$ cat config.mk
export PLATFORM = sky130hd
export DESIGN_NAME = serial_subtractor
export DESIGN_NICKNAME = d
export VERILOG_FILES = /design/src/rtl/serial_subtractor.sv
export SDC_FILE = /design/constraint.sdc
export NUM_CORES = 1
export LEC_CHECK = 0
export CAP_MARGIN = 20
export CORE_MARGIN = 2
export CORE_UTILIZATION = 40
export DETAILED_ROUTE_END_ITERATION = 10
export PLACE_DENSITY = 0.66
export SLEW_MARGIN = 15
export SYNTH_ARGS = -nofsm -noshare
export SYNTH_HDL_FRONTEND = slang
export SYNTH_SLANG_ARGS = --single-unit
export TNS_END_PERCENT = 20
$ cat constraint.sdc
create_clock -name clk_i -period 3.3 [get_ports clk_i]
set_input_delay 0.33 -clock clk_i [delete_from_list [all_inputs] [get_ports clk_i]]
set_output_delay 0.33 -clock clk_i [all_outputs]
set_load 0.02 [all_outputs]
$ cat src/rtl/serial_subtractor.sv
// Bit-serial unsigned subtractor: x - y one bit per clock, LSB first,
// with start/ready handshake, single-cycle done pulse and borrow-out.
module serial_subtractor #(
    parameter int unsigned SIZE = 4
) (
    input  logic            clk_i,
    input  logic            rst_n_i,
    input  logic            start_i,
    input  logic [SIZE-1:0] dinx_i,
    input  logic [SIZE-1:0] diny_i,
    output logic            ready_o,
    output logic            done_o,
    output logic [SIZE-1:0] diff_o,
    output logic            bout_o
);

    localparam int unsigned CW = $clog2(SIZE) + 1;

    typedef enum logic [1:0] {
        S_IDLE,
        S_RUN,
        S_DONE
    } state_e;

    state_e          state_q, state_d;
    logic [SIZE-1:0] x_q, x_d;
    logic [SIZE-1:0] y_q, y_d;
    logic [SIZE-1:0] res_q, res_d;
    logic [SIZE-1:0] diff_q, diff_d;
    logic [CW-1:0]   cnt_q, cnt_d;
    logic            borrow_q, borrow_d;
    logic            bout_q, bout_d;
    logic            done_q, done_d;
    logic            ready_q, ready_d;

    logic            x0_c, y0_c, dbit_c, borrow_nxt_c, last_c;

    // One full-subtractor slice on the current LSBs
    always_comb begin
        x0_c         = x_q[0];
        y0_c         = y_q[0];
        dbit_c       = x0_c ^ y0_c ^ borrow_q;
        borrow_nxt_c = (~x0_c & y0_c) | (~(x0_c ^ y0_c) & borrow_q);
        last_c       = (cnt_q == CW'(SIZE - 1));
    end

    // Next-state and output logic
    always_comb begin
        state_d  = state_q;
        x_d      = x_q;
        y_d      = y_q;
        res_d    = res_q;
        diff_d   = diff_q;
        cnt_d    = cnt_q;
        borrow_d = borrow_q;
        bout_d   = bout_q;
        done_d   = 1'b0;

        case (state_q)
            S_IDLE, S_DONE: begin
                if (start_i) begin
                    x_d      = dinx_i;
                    y_d      = diny_i;
                    res_d    = '0;
                    borrow_d = 1'b0;
                    cnt_d    = '0;
                    state_d  = S_RUN;
                end
            end
            S_RUN: begin
                x_d      = {1'b0, x_q[SIZE-1:1]};
                y_d      = {1'b0, y_q[SIZE-1:1]};
                res_d    = {dbit_c, res_q[SIZE-1:1]};
                borrow_d = borrow_nxt_c;
                cnt_d    = cnt_q + CW'(1);
                // Result is published only on the final bit
                if (last_c) begin
                    diff_d  = {dbit_c, res_q[SIZE-1:1]};
                    bout_d  = borrow_nxt_c;
                    done_d  = 1'b1;
                    state_d = S_DONE;
                end
            end
            default: begin
                state_d = S_IDLE;
            end
        endcase

        ready_d = (state_d != S_RUN);
    end

    always_ff @(posedge clk_i or negedge rst_n_i) begin
        if (!rst_n_i) begin
            state_q  <= S_IDLE;
            x_q      <= '0;
            y_q      <= '0;
            res_q    <= '0;
            diff_q   <= '0;
            cnt_q    <= '0;
            borrow_q <= 1'b0;
            bout_q   <= 1'b0;
            done_q   <= 1'b0;
            ready_q  <= 1'b1;
        end else begin
            state_q  <= state_d;
            x_q      <= x_d;
            y_q      <= y_d;
            res_q    <= res_d;
            diff_q   <= diff_d;
            cnt_q    <= cnt_d;
            borrow_q <= borrow_d;
            bout_q   <= bout_d;
            done_q   <= done_d;
            ready_q  <= ready_d;
        end
    end

    assign ready_o = ready_q;
    assign done_o  = done_q;
    assign diff_o  = diff_q;
    assign bout_o  = bout_q;

endmodule

==> results.toml <==
[status]
status = "finished, violations left"
violations = "hold timing"

[synth]
syn_nets = 104
syn_area_per_cell_um2 = 12.4
ys_seq_elements = 24
synthCells = 90
ys.warnings.count = 0
synth_area_um2 = 1120
ys_types = 25
synth-seq-area-share = 0.539

[worst_setup_path]
crit_start = "ready_o"
critPathMaxStageDelay_ps = 600
crit_type = "register to output pin"
critical_path_arrival_ps = 1450
worstReg2RegStart = "state_q[0]"
worstPathMaxFanout = 1
cp-start-kind = "register"
crit_slowest_cell = "clkdlybuf4s50_1"
worstPathCellList = "clkdlybuf4s50_1"
critPathCaptureType = "output pin"
cp_top_family = "buffers and inverters"
worstPathRequired_ps = 2970
worst-path-buf-inv = 1

[global_routing]
grt_antenna_before_repair = 0
grt_pass1_wl_um = 3170
grt_max_degree = 25
grt-ovfl-total = 0
grtUsageTotal = 0.127
grt_pass1_vias = 735

[clocking]
h-tree-depth = 1
cts_tree = "built"
clk_pin_slew_ps = 130
post_cts_buffers = 0
cts_buffers = 3
cts.sinks = 24
ctsResizeCount = 0
clock_path_buffers = 2
root_buffer = "clkbuf_4"
clk_latency_ps = 310
hold_buffers = 0

[timing]
fin_skew_ps = 4.42
slew-limit-headroom = 0.563
timing.final.ws_setup_ps = 1520
whs_ps = -28.0
setup_tns_ps = 0
tightestPinTransition_ps = 655
rsz0062_at_grt = "no"
max_freq_ghz = 0.563
min_period_ps = 1780
final-max-slew-violation-count = 0
final_hold_viol_count = 23
setup_viol = 0
timing.final.crit_share = 0.538

[drt]
drtPass1Iterations = 4
wl_met1_um = 811
ant_nets = 0
top_layer = "met3"
via_count = 717
drt_wl_total_um = 1780
first_iter_violations = 4
dr_wl_met3_um = 94
drc = 0
wl_met2_um = 877
via_per_inst = 5.20
wl_per_cell_um = 12.9

[placement]
gp_congestion = 0.686
dp.cells = 134
dpl.hpwl_um = 1280
port_buffers = 17
place_ws_ps = 1470

[hold_path]
hold_class = "primary input to asynchronous set/reset pin"

[die]
coreArea_um2 = 2710
die_w_um = 56.8
rows = 19
die-area_um2 = 3230
die_h_um = 56.8
io_pins = 18
start_util = 0.412

[power_and_ir_drop]
p_leak_uw = 0.000618
power_density_nw_per_um2 = 921
ir_drop_mv = 0.563

[finish]
final_cell_mix = "23 x dfrtp_1, 16 x clkdlybuf4s50_1, 7 x inv_1"
final_common_cell = "dfrtp_1"
drive_above_1_share = 0.150
nets = 122
final_cells = 138
synthToLayoutAreaGrowth_pct = 18.7
antenna_cells = 0

[run]
maxCapViolCount = 0
[path summary, 6_finish.rpt]
check	to	slack (ps)	cells after the start
worst max register to register	cnt_q[0]	1740	3
worst min-delay path	y_q[3]	-30	1
max in group asynchronous	ready_o	2970	1
worst max-delay path	ready_o	1520	1
min in group clk_i	bout_o	510	2
worst min register to register	bout_o	510	2
[layout make-up]
class / count / area [um2]
fill: 271 / 1390
sequential: 24 / 602
multi-input combinational: 55 / 457
timing repair buffer: 17 / 165
tap: 31 / 38.8
clock buffer: 4 / 36.3
inverter: 7 / 26.3
[registers in the layout, summed over array words and instances (netlist names), 2 cells and up]
signal / count
cnt_q: 3
diff_o: 4
res_q: 3
state_q: 2
x_q: 4
y_q: 4
[stage by stage]
step                 util  hold slack [ps]  area, um2  power [uW]
floorplan               -             34.4       1120         933
global placement    0.477              479       1290        1070
detailed placement  0.477              488       1290        1090
CTS                 0.491              517       1330        1240
global route        0.489             3.15       1330        1320
finish              0.489            -28.0       1330        1220
[cell usage after synthesis]
cell type,instances,share of area
mux2_4,5,0.067
a22o_1,6,0.047
nor2_2,1,0.0056
buf_6,1,0.010
a211oi_1,3,0.020
nand3_1,2,0.0090
nand2b_1,2,0.011
a21oi_1,6,0.027
buf_4,2,0.013
nand2_1,5,0.017
o21ai_1,1,0.0045
o21a_1,1,0.0067
ha_1,2,0.022
nor2b_1,4,0.022
o22ai_1,3,0.017
dfrtp_1,23,0.52
mux2i_1,5,0.045
buf_2,1,0.0045
mux2_2,2,0.020
o21ai_0,4,0.018
fa_1,1,0.018
inv_1,7,0.024
nand3b_4,1,0.018
dfstp_2,1,0.024
a21o_4,1,0.013
[logic make-up (layout without fill, tap and decap cells)]
| family | after synthesis | after routing | synth area share |
|---|---|---|---|
| AOI/OAI and AO/OA | 25 | 25 | 0.154 |
| DFF | 24 | 24 | 0.539 |
| and+or+nand+nor | 15 | 15 | 0.0830 |
| muxes | 12 | 12 | 0.132 |
| buffers and inverters | 11 | 28 | 0.0516 |
| adders and majority gates | 3 | 3 | 0.0404 |
[power breakdown]
part	switching [uW]	internal [uW]	leakage, uW	total (uW)
combinational	219	293	0.000298	512
clock	84.2	67.4	0.0000210	152
sequential	130	428	0.000299	557
[metal layers]
| layer | vias up | track usage |
|---|---|---|
| li1 | 353 | - |
| met1 | 347 | 0.156 |
| met2 | 17 | 0.219 |
| met3 | 0 | 0.0507 |
| met4 | 0 | 0.00997 |
| met5 | - | 0 |
No activity file was read; power rests on OpenSTA's default activity.
